===== src/rtl/uart_rx_fifo.sv =====
// Receive FIFO behind the UART receiver: first-word-fall-through queue with occupancy, full/empty and sticky overflow.
// Optional threshold interrupt output rx_irq is enabled by defining UART_RX_FIFO_THRESH_EN.
module uart_rx_fifo #(
    parameter int DBIT   = 8,
    parameter int DEPTH  = 16,
`ifdef UART_RX_FIFO_THRESH_EN
    parameter int THRESH = DEPTH / 2,
`endif
    localparam int AW    = $clog2(DEPTH)
) (
    input  logic            clk,
    input  logic            reset_n,
    input  logic            wr_tick,
    input  logic [DBIT-1:0] din,
    input  logic            rd_en,
    input  logic            ovf_clr,
    output logic [DBIT-1:0] dout,
    output logic            empty,
    output logic            full,
    output logic [AW:0]     count,
    output logic            overflow
`ifdef UART_RX_FIFO_THRESH_EN
    ,
    output logic            rx_irq
`endif
);

    logic [DBIT-1:0] mem [DEPTH];
    logic [AW-1:0]   wr_ptr_q, wr_ptr_d;
    logic [AW-1:0]   rd_ptr_q, rd_ptr_d;
    logic [AW:0]     count_q, count_d;
    logic            ovf_q, ovf_d;
    logic            rd_ok, wr_ok;

    assign empty = (count_q == '0);
    assign full  = (count_q == (AW+1)'(DEPTH));

    // A read on the same edge frees a slot, so a write into a full FIFO is still taken.
    assign rd_ok = rd_en && !empty;
    assign wr_ok = wr_tick && (!full || rd_ok);

    always_comb begin
        wr_ptr_d = wr_ptr_q;
        rd_ptr_d = rd_ptr_q;
        count_d  = count_q;
        ovf_d    = ovf_q;
        if (wr_ok) wr_ptr_d = wr_ptr_q + AW'(1);
        if (rd_ok) rd_ptr_d = rd_ptr_q + AW'(1);
        case ({wr_ok, rd_ok})
            2'b10:   count_d = count_q + (AW+1)'(1);
            2'b01:   count_d = count_q - (AW+1)'(1);
            default: count_d = count_q;
        endcase
        // Dropped write takes priority over a same-edge clear.
        if (wr_tick && !wr_ok) ovf_d = 1'b1;
        else if (ovf_clr)      ovf_d = 1'b0;
    end

    always_ff @(posedge clk or negedge reset_n) begin
        if (!reset_n) begin
            wr_ptr_q <= '0;
            rd_ptr_q <= '0;
            count_q  <= '0;
            ovf_q    <= 1'b0;
        end else begin
            wr_ptr_q <= wr_ptr_d;
            rd_ptr_q <= rd_ptr_d;
            count_q  <= count_d;
            ovf_q    <= ovf_d;
        end
    end

    always_ff @(posedge clk) begin
        if (wr_ok) mem[wr_ptr_q] <= din;
    end

    assign dout     = empty ? '0 : mem[rd_ptr_q];
    assign count    = count_q;
    assign overflow = ovf_q;

`ifdef UART_RX_FIFO_THRESH_EN
    logic rx_irq_q, rx_irq_d;

    always_comb begin
        rx_irq_d = (count_d >= (AW+1)'(THRESH));
    end

    always_ff @(posedge clk or negedge reset_n) begin
        if (!reset_n) rx_irq_q <= 1'b0;
        else          rx_irq_q <= rx_irq_d;
    end

    assign rx_irq = rx_irq_q;
`endif

endmodule


===== config.mk =====
export PLATFORM = sky130hd
export DESIGN_NAME = uart_rx_fifo
export DESIGN_NICKNAME = d
export VERILOG_FILES = /design/src/rtl/uart_rx_fifo.sv
export SDC_FILE = /design/constraint.sdc
export NUM_CORES = 1
export LEC_CHECK = 0
export BUFFER_PORTS_ARGS = -buffer_cell sky130_fd_sc_hd__buf_2
export CELL_PAD_IN_SITES_DETAIL_PLACEMENT = 1
export CELL_PAD_IN_SITES_GLOBAL_PLACEMENT = 1
export CORE_MARGIN = 4
export CORE_UTILIZATION = 40
export DETAILED_ROUTE_END_ITERATION = 7
export PLACE_DENSITY_LB_ADDON = 0.1
export SYNTH_ARGS = -nofsm -noshare
export SYNTH_HDL_FRONTEND = slang
export SYNTH_SLANG_ARGS = --single-unit

===== constraint.sdc =====
create_clock -name clk -period 3.3 [get_ports clk]
set_input_delay 0.33 -clock clk [delete_from_list [all_inputs] [get_ports clk]]
set_output_delay 0.33 -clock clk [all_outputs]
set_load 0.005 [all_outputs]

==> summary.log <==
qor: floorplanning.die-width 129 um
qor: drt.drt_drc_violations_left 0
qor: drt.routed_wirelength 12900 um
qor: cts.clock_net_sink_count 142
qor: logic_synthesis.synth_mux_area_share 14.7%
qor: cts.clock_tree_from_tritoncts built
qor: logic_synthesis.yosys.area_share.simple 4.34%
qor: power_and_ir_drop.vdd_ir_drop_max 0.386 mV
qor: layout.fin_nets 376
qor: cts.worst_skew_pair.late_latency 410 ps
qor: layout.instances_no_fill 545
qor: grt.vias_in_the_first_global_route 3261
qor: logic_synthesis.synth_top_cell_by_area edfxtp_1
qor: sta.setup-tns-final 0 ps
qor: sta.fin_hold_ws 117 ps
qor: floorplanning.ioPinCount 29
qor: sta.slew_violations 0
qor: grt.grt_antenna_before_repair 0
qor: power_and_ir_drop.switchingPower 1.82 mW
qor: floorplanning.dieArea 0.0166 mm^2
qor: layout.areaGrowthSynthToFinish 16.5%
qor: drt.route.detailed.wl_per_inst 23.7 um
qor: sta.setup_viol 0
qor: logic_synthesis.synth_top_family_by_area multiplexers
qor: drt.detail_route.vias_per_cell 5.50
qor: grt.grt_pass1_wl 19900 um
qor: drt.dr_total_vias 2995
qor: logic_synthesis.synth_top_flop_cell edfxtp_1
qor: run.max_cap_viol_count 0
qor: hold_path.min_delay_worst_endpoint overflow
qor: power_and_ir_drop.switching_share 30.4%
qor: logic_synthesis.yosys-top-cells-count edfxtp_1 (128), mux4_2 (32), a211oi_1 (16)
qor: logic_synthesis.synthDominantCellAreaShare 65.6%
qor: logic_synthesis.async_flop_share 9.86%
qor: floorplanning.start_util 41.5%
qor: sta.max_freq 0.342 GHz
qor: placed_design.gp_routability_congestion 0.742
qor: sta.unrepaired_setup_endpoints_after_global_routing false
qor: logic_synthesis.postSynthRegisterBits 142
qor: power_and_ir_drop.clock_power_share 29.2%
qor: layout.fillers 1327
qor: grt.largest_net_degree_at_the_start_of_global_routing 21
qor: power_and_ir_drop.comb_power_share 30.0%
qor: sta.post-route-min-period 2930 ps
qor: logic_synthesis.synth_xor_xnor_area_share 1.35%
qor: logic_synthesis.synthMostInstantiatedCell edfxtp_1
qor: sta.final_hold_viol_count 0
qor: placed_design.post_detailed_placement_half_perimeter_wirelength 8780 um
qor: setup_path.worstSetupStartpointType flip-flop
qor: power_and_ir_drop.leakage 2.38 nW
qor: setup_path.r2r-end count[4]
qor: power_and_ir_drop.power-per-cell-area 880 mW/mm^2
qor: power_and_ir_drop.seqPwrFrac 40.8%
qor: outcome.status finished, final reports clean
qor: logic_synthesis.synth.net_count 328
qor: grt.globalRouteOverflowTotal 0
qor: setup_path.worst-r2r-cell-count 10
qor: sta.final_min_period_over_clock_period 88.7%
qor: drt.detailedRoute.firstIterationViolations 176
qor: cts.cts-root-to-sink-buffers 2
qor: hold_path.hold_class input pin to flip-flop
qor: cts.numCtsBuffers 17
qor: floorplanning.core-area 0.0141 mm^2
qor: hold_path.worstHoldPathCells 2
qor: logic_synthesis.synthesis.instances 306
qor: drt.ant_nets 0
qor: logic_synthesis.postSynthAreaPerCell 19.1 um^2
qor: grt.global_route_total_usage_across_every_layer 16.8%
qor: cts.clk_transition_reported_paths 60 ps
qor: hold_path.min-delay-start ovf_clr
qor: cts.htree_num_levels 4
qor: logic_synthesis.synth_sequential_area_ratio 71.6%
qor: logic_synthesis.synth.lib_cells_used.distinct 40
qor: placed_design.dp.cells 514
qor: logic_synthesis.ys.warnings.count 0
qor: layout.layout-drive-gt1-share 29.0%
qor: setup_path.criticalPathCategory flip-flop to output port
qor: sta.worst-slew-pin-transition 741 ps
qor: setup_path.crit-reg2reg-launch count[1]
qor: placed_design.buffer_ports.inserted 28
qor: setup_path.worst-endpoint-required 2970 ps
qor: floorplanning.floorplan.die.height 129 um
qor: cts.cts_repair_resize_count 0
qor: power_and_ir_drop.power_report.internal_total 4.18 mW
qor: logic_synthesis.synth_compound_gate_area_share 3.80%
qor: setup_path.critical_path.max_fanout 11
qor: logic_synthesis.synth_enable_flop_cells 128
qor: drt.first_pass_iters 4
qor: logic_synthesis.synthesis.area 0.00586 mm^2
qor: cts.ctsRootBufferMaster clkbuf_16
qor: logic_synthesis.synth-adder-area-share 2.05%
qor: layout.antenna_cells_inserted 0
qor: sta.timing.max_slew.rel_slack 50.6%
qor: floorplanning.num_rows 43
qor: setup_path.r2r_slack 610 ps
qor: setup_path.timing.critical_path.arrival 2600 ps
qor: logic_synthesis.yosys-top-cells-area edfxtp_1 (66%), mux4_2 (12%), dfrtp_1 (6.0%)
qor: sta.final.setup_skew 7.10 ps
qor: setup_path.critPathCaptureType output port
==> state kept, by name (all words and copies together) (netlist names) <==
register,count
count,5
mem,128
overflow,1
rd_ptr_q,4
wr_ptr_q,4
==> cells by family (layout without fill, tap and decap cells) <==
family | Yosys count | in the layout
AND/OR/NAND/NOR | 44 | 44
buffers and inverters | 28 | 87
XOR/XNOR | 9 | 9
adder cells (fa/ha/maj) | 9 | 9
flip-flops | 142 | 142
AO/OA/AOI/OAI | 29 | 29
multiplexers | 45 | 45
==> layout by cell type (no fill, tap or decap), types with 10 or more instances in the layout <==
| cell | count |
|---|---|
| nor2_1 | 10 |
| buf_4 | 15 |
| edfxtp_1 | 128 |
| mux4_2 | 32 |
| clkbuf_16 | 17 |
| a211oi_1 | 16 |
| dfrtp_1 | 13 |
| inv_1 | 12 |
| mux2i_1 | 10 |
| buf_2 | 28 |
==> power groups by stage <==
| stage | clock network, mW | logic, mW | registers [mW] |
|---|---|---|---|
| after floorplan | 0 | 1.32 | 2.33 |
| after global placement | 0 | 1.82 | 2.48 |
| after detailed placement | 0 | 1.85 | 2.49 |
| after CTS | 1.79 | 1.85 | 2.45 |
| after global routing | 1.87 | 1.97 | 2.49 |
| final | 1.75 | 1.80 | 2.45 |
==> layer usage <==
| metal | wire, um | part of all wire (%) | global-route usage [%] | up-vias |
|---|---|---|---|---|
| li1 | - | - | - | 1323 |
| met1 | 6070 | 47 | 23.6 | 1597 |
| met2 | 6160 | 48 | 26.0 | 60 |
| met3 | 470 | 3.6 | 4.40 | 15 |
| met4 | 192 | 1.5 | 5.13 | 0 |
| met5 | 0 | 0 | 0 | - |
==> area by class of cell <==
cell class,instances,area (um^2),area share (%)
sequential,142,4200,61.5
timing repair buffer,45,283,4.15
multi-input combinational,136,1540,22.5
inverter,12,45.0,0.660
clock inverter,10,98.8,1.45
clock buffer,20,437,6.40
tap,180,225,3.30
==> worst max-delay path by stage <==
stage,start,end,slack (ps)
floorplan,count[1],count[4],600
global placement,count[1],count[4],700
detailed placement,count[1],count[4],640
CTS,rd_ptr_q[1],dout[6],270
global route,rd_ptr_q[1],dout[6],190
finish,rd_ptr_q[1],dout[6],370
==> per-stage QoR <==
| step | area (um^2) | setup slack [ps] | total power, mW | util (%) |
|---|---|---|---|---|
| after detailed placement | 6280 | 643 | 4.34 | 44.5 |
| after floorplan | 5860 | 605 | 3.65 | - |
| after global routing | 6820 | 189 | 6.34 | 48.4 |
| after CTS | 6820 | 267 | 6.09 | 48.4 |
| after global placement | 6280 | 697 | 4.30 | 44.5 |
| final | 6820 | 374 | 6.00 | 48.4 |
==> critical path, stage by stage (launching register included) <==
cell	delay [ps]
dfrtp_2	610
buf_4	290
mux4_2	510
nor2b_1	140
a211oi_1	360
a211oi_1	110
buf_2	170
==> timing repair <==
item	4_1_cts	5_1_grt
hold endpoints to repair	14	0
buffers inserted	0	0
hold buffers	1	0
setup endpoints to repair	0	0
No activity file was read; power rests on OpenSTA's default activity.
